`config.mk`:
```
export PLATFORM = sky130hd
export DESIGN_NAME = fourdemux_16bit_buf_flat
export DESIGN_NICKNAME = d
export VERILOG_FILES = /design/src/rtl/fourdemux_16bit_buf_if.sv /design/src/rtl/fourdemux_16bit_buf.sv /design/src/flat_wrapper.sv
export SDC_FILE = /design/constraint.sdc
export NUM_CORES = 1
export LEC_CHECK = 0
export CORE_ASPECT_RATIO = 0.9
export CORE_MARGIN = 4
export CORE_UTILIZATION = 40
export CTS_CLUSTER_SIZE = 40
export DETAILED_ROUTE_END_ITERATION = 8
export DONT_BUFFER_PORTS = 1
export GPL_TIMING_DRIVEN = 0
export RECOVER_POWER = 50
export SLEW_MARGIN = 20
export SYNTH_ARGS = -nofsm -noshare
export SYNTH_HDL_FRONTEND = slang
export SYNTH_SLANG_ARGS = --single-unit
```
`constraint.sdc`:
```
create_clock -name Clk -period 2.5 [get_ports Clk]
set_input_delay 0.5 -clock Clk [delete_from_list [all_inputs] [get_ports Clk]]
set_output_delay 0.5 -clock Clk [all_outputs]
set_load 0.1 [all_outputs]
```
`src/rtl/fourdemux_16bit_buf_if.sv`:
```
// Bus bundle for the 1-to-4 buffered demultiplexer.
// Source side : In_Data, In_Select, In_Valid -> In_Ready
// Consumer side: A..D, Out_Valid -> Out_Ready
// Status      : Xfer_Count (accepted-word counter, wraps)
// modport slave  : the demultiplexer itself
// modport master : the source/consumer environment driving it
interface fourdemux_16bit_buf_if #(
  parameter int WIDTH = 16,
  parameter int CNT_W = 16
);
  logic [WIDTH-1:0] In_Data;
  logic [1:0]       In_Select;
  logic             In_Valid;
  logic             In_Ready;
  logic [WIDTH-1:0] A;
  logic [WIDTH-1:0] B;
  logic [WIDTH-1:0] C;
  logic [WIDTH-1:0] D;
  logic [3:0]       Out_Valid;
  logic [3:0]       Out_Ready;
  logic [CNT_W-1:0] Xfer_Count;

  modport slave (
    input  In_Data, In_Select, In_Valid, Out_Ready,
    output In_Ready, A, B, C, D, Out_Valid, Xfer_Count
  );

  modport master (
    output In_Data, In_Select, In_Valid, Out_Ready,
    input  In_Ready, A, B, C, D, Out_Valid, Xfer_Count
  );
endinterface

```
`src/rtl/fourdemux_16bit_buf.sv`:
```
// 1-to-4 demultiplexer with a one-word holding register per output channel
// and a valid/ready handshake on every output.
// Ports:
//   Clk      : clock, all state updates on the rising edge
//   Reset_n  : asynchronous active-low reset; clears flags, data, counter
//   bus      : fourdemux_16bit_buf_if.slave
//              In_Data/In_Select/In_Valid in, In_Ready out (combinational)
//              A..D + Out_Valid out, Out_Ready in (bit0=A .. bit3=D)
//              Xfer_Count out, number of accepted words (wraps)
module fourdemux_16bit_buf #(
  parameter int WIDTH = 16,
  parameter int CNT_W = 16
) (
  input  logic                  Clk,
  input  logic                  Reset_n,
  fourdemux_16bit_buf_if.slave  bus
);

  typedef enum logic {EMPTY = 1'b0, FULL = 1'b1} chan_state_e;

  logic [3:0]       valid_w;
  logic [3:0]       load_w;
  logic [WIDTH-1:0] chan_data [4];
  logic             in_ready;
  logic [CNT_W-1:0] xfer_q;
  logic [CNT_W-1:0] xfer_d;

  // Ready only looks at the selected channel: it can take a word when it is
  // empty or when its consumer drains the current word in the same cycle.
  always_comb begin
    in_ready = ~valid_w[bus.In_Select] | bus.Out_Ready[bus.In_Select];
  end

  genvar gi;
  for (gi = 0; gi < 4; gi++) begin : g_chan
    chan_state_e      state_q;
    chan_state_e      state_d;
    logic [WIDTH-1:0] data_q;
    logic [WIDTH-1:0] data_d;
    logic             load;
    logic             drain;

    assign load  = bus.In_Valid & in_ready & (bus.In_Select == 2'(gi));
    assign drain = (state_q == FULL) & bus.Out_Ready[gi];

    always_comb begin
      state_d = state_q;
      data_d  = data_q;
      case (state_q)
        EMPTY:   if (load) state_d = FULL;
        // A load in the same cycle as a drain refills the slot with no bubble.
        FULL:    if (drain & ~load) state_d = EMPTY;
        default: state_d = EMPTY;
      endcase
      // Data changes only on its own load; after a drain it stays as a
      // stale copy marked invalid by the flag.
      if (load) data_d = bus.In_Data;
    end

    always_ff @(posedge Clk or negedge Reset_n) begin
      if (!Reset_n) begin
        state_q <= EMPTY;
        data_q  <= '0;
      end else begin
        state_q <= state_d;
        data_q  <= data_d;
      end
    end

    assign load_w[gi]    = load;
    assign valid_w[gi]   = (state_q == FULL);
    assign chan_data[gi] = data_q;
  end

  // Exactly one channel matches In_Select, so any load is one accepted word.
  always_comb begin
    xfer_d = xfer_q;
    if (|load_w) xfer_d = xfer_q + CNT_W'(1);
  end

  always_ff @(posedge Clk or negedge Reset_n) begin
    if (!Reset_n) xfer_q <= '0;
    else          xfer_q <= xfer_d;
  end

  assign bus.In_Ready   = in_ready;
  assign bus.A          = chan_data[0];
  assign bus.B          = chan_data[1];
  assign bus.C          = chan_data[2];
  assign bus.D          = chan_data[3];
  assign bus.Out_Valid  = valid_w;
  assign bus.Xfer_Count = xfer_q;

endmodule

```
`src/flat_wrapper.sv`:
```
// flat-port wrapper written by rule: the top's interface ports become plain ports
module fourdemux_16bit_buf_flat 
#(
  parameter int WIDTH = 16,
  parameter int CNT_W = 16
)
  (Clk, Reset_n, bus_In_Data, bus_In_Select, bus_In_Valid, bus_Out_Ready, bus_In_Ready, bus_A, bus_B, bus_C, bus_D, bus_Out_Valid, bus_Xfer_Count);
  fourdemux_16bit_buf_if #(.WIDTH(WIDTH), .CNT_W(CNT_W)) bus_i ();
  input  logic Clk;
  input  logic Reset_n;
  input wire logic [$bits(bus_i.In_Data)-1:0] bus_In_Data;
  input wire logic [$bits(bus_i.In_Select)-1:0] bus_In_Select;
  input wire logic [$bits(bus_i.In_Valid)-1:0] bus_In_Valid;
  input wire logic [$bits(bus_i.Out_Ready)-1:0] bus_Out_Ready;
  output wire logic [$bits(bus_i.In_Ready)-1:0] bus_In_Ready;
  output wire logic [$bits(bus_i.A)-1:0] bus_A;
  output wire logic [$bits(bus_i.B)-1:0] bus_B;
  output wire logic [$bits(bus_i.C)-1:0] bus_C;
  output wire logic [$bits(bus_i.D)-1:0] bus_D;
  output wire logic [$bits(bus_i.Out_Valid)-1:0] bus_Out_Valid;
  output wire logic [$bits(bus_i.Xfer_Count)-1:0] bus_Xfer_Count;
  assign bus_i.In_Data = bus_In_Data;
  assign bus_i.In_Select = bus_In_Select;
  assign bus_i.In_Valid = bus_In_Valid;
  assign bus_i.Out_Ready = bus_Out_Ready;
  assign bus_In_Ready = bus_i.In_Ready;
  assign bus_A = bus_i.A;
  assign bus_B = bus_i.B;
  assign bus_C = bus_i.C;
  assign bus_D = bus_i.D;
  assign bus_Out_Valid = bus_i.Out_Valid;
  assign bus_Xfer_Count = bus_i.Xfer_Count;
  fourdemux_16bit_buf #(.WIDTH(WIDTH), .CNT_W(CNT_W)) u_core (.Clk(Clk), .Reset_n(Reset_n), .bus(bus_i));
endmodule
```
==> impl_metrics.ini, run 1 <==
[run_status]
status = finished, final reports clean

[sta]
finalCriticalPeriod_ns = 2.32
skew_ns = 0.00658
rsz0062_at_grt = false
setup_viol = 0
slew_violations = 0
period_share = 0.929
fin_tns_setup_ns = 0
fmax_ghz = 0.431
tightest_slew_ns = 1.03
hold_viol = 0
relSlewSlack = 0.310

[clocking]
clkLatencyLatePin_ns = 0.35
clock_sinks = 84
cts_buffers = 9
cts_setup_buffers = 0
clk_path_buf_depth = 2
clk_pin_slew_ns = 0.08
clk_root_buffer_cell = clkbuf_8
cts_max_level = 3
cts_tree = yes

[synthesis]
synth_mux_area_frac = 0.219
syn_nets = 254
yosys.area_share.simple = 0.0972
yosysWarnings = 0
syn_area_per_cell_um2 = 15.1
synthAdderAreaFrac = 0.00363
synth_compound_area_frac = 0.00145
ys_ff_latch = 84
synth_cell_types = 27
synthXorXnorAreaFrac = 0.0381
synth_top_family_by_area = multiplexers
yosysSeqAreaShare = 0.609
synth_cells = 228
netlist_area_um2 = 3450

[grt]
grt_overflow = 0
grt_first_pass_wirelength_um = 11400
grt_pass1_vias = 1978
antenna_found_initial = 0
grt_max_degree = 85
grt_usage = 0.149

[critical_path]
arrival_ns = 2.51
path_class = reg -> reg
required_ns = 2.69
path_max_fanout = 5
worst_setup_path_end_kind = register
start_kind = register

[layout]
final_common_cell = dfrtp_1
drive_gt1_frac = 0.408
diodes = 0
final_nets = 266
area_growth_pct = 8.89
final_cell_mix = dfrtp_1, mux2_2, xnor2_1

[place]
port_buffers = 0
place_hpwl_um = 4960
gp_congestion = 0.754

[min_path]
worstHoldPathType = in -> async

[drt]
wl_per_cell_um = 20.0
viasPerCell = 5.07
drc = 0
routed_wl_um = 7200
via_count = 1826
ant_nets = 0
drtIter0Drc = 59
dr.pass1.iters = 4

[floorplan]
die_y_um = 96.1
rows = 31
core_area_um2 = 8220
initial_utilization = 0.420
dieArea_um2 = 10200
ios = 110
die_w_um = 106

[flow_run]
drv_cap = 0
layout make-up:
class | instances | area, um^2
buffer | 13 | 80.1
clock buffer | 10 | 128
clock inverter | 6 | 48.8
fill | 766 | 4470
inverter | 2 | 7.51
multi-input combinational | 129 | 1210
sequential | 84 | 2110
tap | 115 | 144
timing repair buffer | 1 | 27.5
what timing repair did:
| action | in CTS | in global routing |
|---|---|---|
| setup endpoints to repair | 0 | 3 |
| hold buffers | 1 | 0 |
| endpoints found under the hold margin | 84 | 0 |
| gates resized for setup | 0 | 5 |
worst paths after layout:
| check | startpoint | endpoint | slack, ns | depth (start not counted) |
|---|---|---|---|---|
| setup / recovery | u_core.bus.Xfer_Count[0]$_DFFE_PN0P_ | u_core.bus.Xfer_Count[12]$_DFFE_PN0P_ | 0.18 | 5 |
| hold / removal | Reset_n | u_core.bus.Xfer_Count[1]$_DFFE_PN0P_ | 0.05 | 1 |
| setup reg to reg | u_core.bus.Xfer_Count[0]$_DFFE_PN0P_ | u_core.bus.Xfer_Count[12]$_DFFE_PN0P_ | 0.18 | 5 |
| hold reg to reg | u_core.g_chan[1].state_q$_DFF_PN0_ | u_core.g_chan[1].state_q$_DFF_PN0_ | 0.54 | 2 |
| max in group asynchronous | Reset_n | u_core.bus.B[10]$_DFFE_PN0P_ | 2.12 | 1 |
| min in group Clk | bus_In_Select[0] | u_core.g_chan[2].state_q$_DFF_PN0_ | 0.26 | 1 |
sequential cells by signal, summed over array words and instances (netlist names):
signal,cells
u_core.bus.A,16
u_core.bus.B,16
u_core.bus.C,16
u_core.bus.D,16
u_core.bus.Xfer_Count,16
u_core.g_chan.state_q,4
Yosys cell counts:
cell type	n	share of area
buf_6	3	0.0098
nand2b_4	4	0.016
xnor2_1	15	0.038
nand3b_2	1	0.0033
o21ai_0	1	0.0014
nand2_1	7	0.0076
and2_1	2	0.0036
buf_4	7	0.015
nor2b_4	1	0.0040
nand3_1	3	0.0044
inv_1	2	0.0022
nor2_1	3	0.0033
and4_1	1	0.0025
and3_2	1	0.0022
nor3_1	2	0.0029
mux2_2	56	0.18
dfrtp_1	84	0.61
nand4_2	1	0.0036
mux2_1	9	0.029
nand4_1	8	0.015
and4_2	2	0.0058
mux4_2	1	0.0065
and3_1	4	0.0073
nand3_2	5	0.015
nor2_2	1	0.0018
buf_2	3	0.0044
ha_1	1	0.0036
critical path: stages, from the launching register on:
cell     delay [ns]
dfrtp_1        1.02
ha_1           0.33
nand2_1        0.09
nor3_1         0.38
nand4_1        0.18
xnor2_1        0.16
through the flow:
step	setup WS, ns	hold slack, ns	utilization	std cells	instance area, um^2
3_3_place_gp	0.134	0.207	0.437	343	3590
5_1_grt	0.0266	0.0550	0.457	360	3760
2_1_floorplan	0.393	0.204	-	228	3450
3_5_place_dp	0.155	0.208	0.437	343	3590
6_report	0.178	0.0525	0.457	360	3760
4_1_cts	0.140	0.0524	0.462	360	3800
layer usage:
metal,global-route usage,vias up,part of all wire,wire length [um]
li1,-,818,-,-
met1,0.176,928,0.42,2990
met2,0.238,68,0.48,3430
met3,0.0698,12,0.093,667
met4,0.0583,0,0.015,111
met5,0,-,0,0
logic make-up (layout without fill, tap and decap cells):
| kind of cell | after synthesis | count (layout) |
|---|---|---|
| fa+ha+maj | 1 | 1 |
| simple gates | 46 | 46 |
| mux | 66 | 66 |
| flops | 84 | 84 |
| compound gates | 1 | 1 |
| buf+inv | 15 | 32 |
| xor+xnor | 15 | 15 |
Power of run 1 is left out: the tool's default activity adds up to more than one toggle a clock period on the data nets, which glitch-free logic cannot reach.
==> run 2, diff against run 1 <==
--- a/config.mk
+++ b/config.mk
@@ -11,7 +11,9 @@
 export CTS_CLUSTER_SIZE = 40
 export DETAILED_ROUTE_END_ITERATION = 8
 export DONT_BUFFER_PORTS = 1
+export GPL_ROUTABILITY_DRIVEN = 0
 export GPL_TIMING_DRIVEN = 0
+export PLACE_DENSITY = 0.6
 export RECOVER_POWER = 50
 export SLEW_MARGIN = 20
 export SYNTH_ARGS = -nofsm -noshare
==> results of run 2 <==
Same layout as run 1: the final DEF is identical, and so are final timing and power.
Power of run 2 is left out for the same reason.
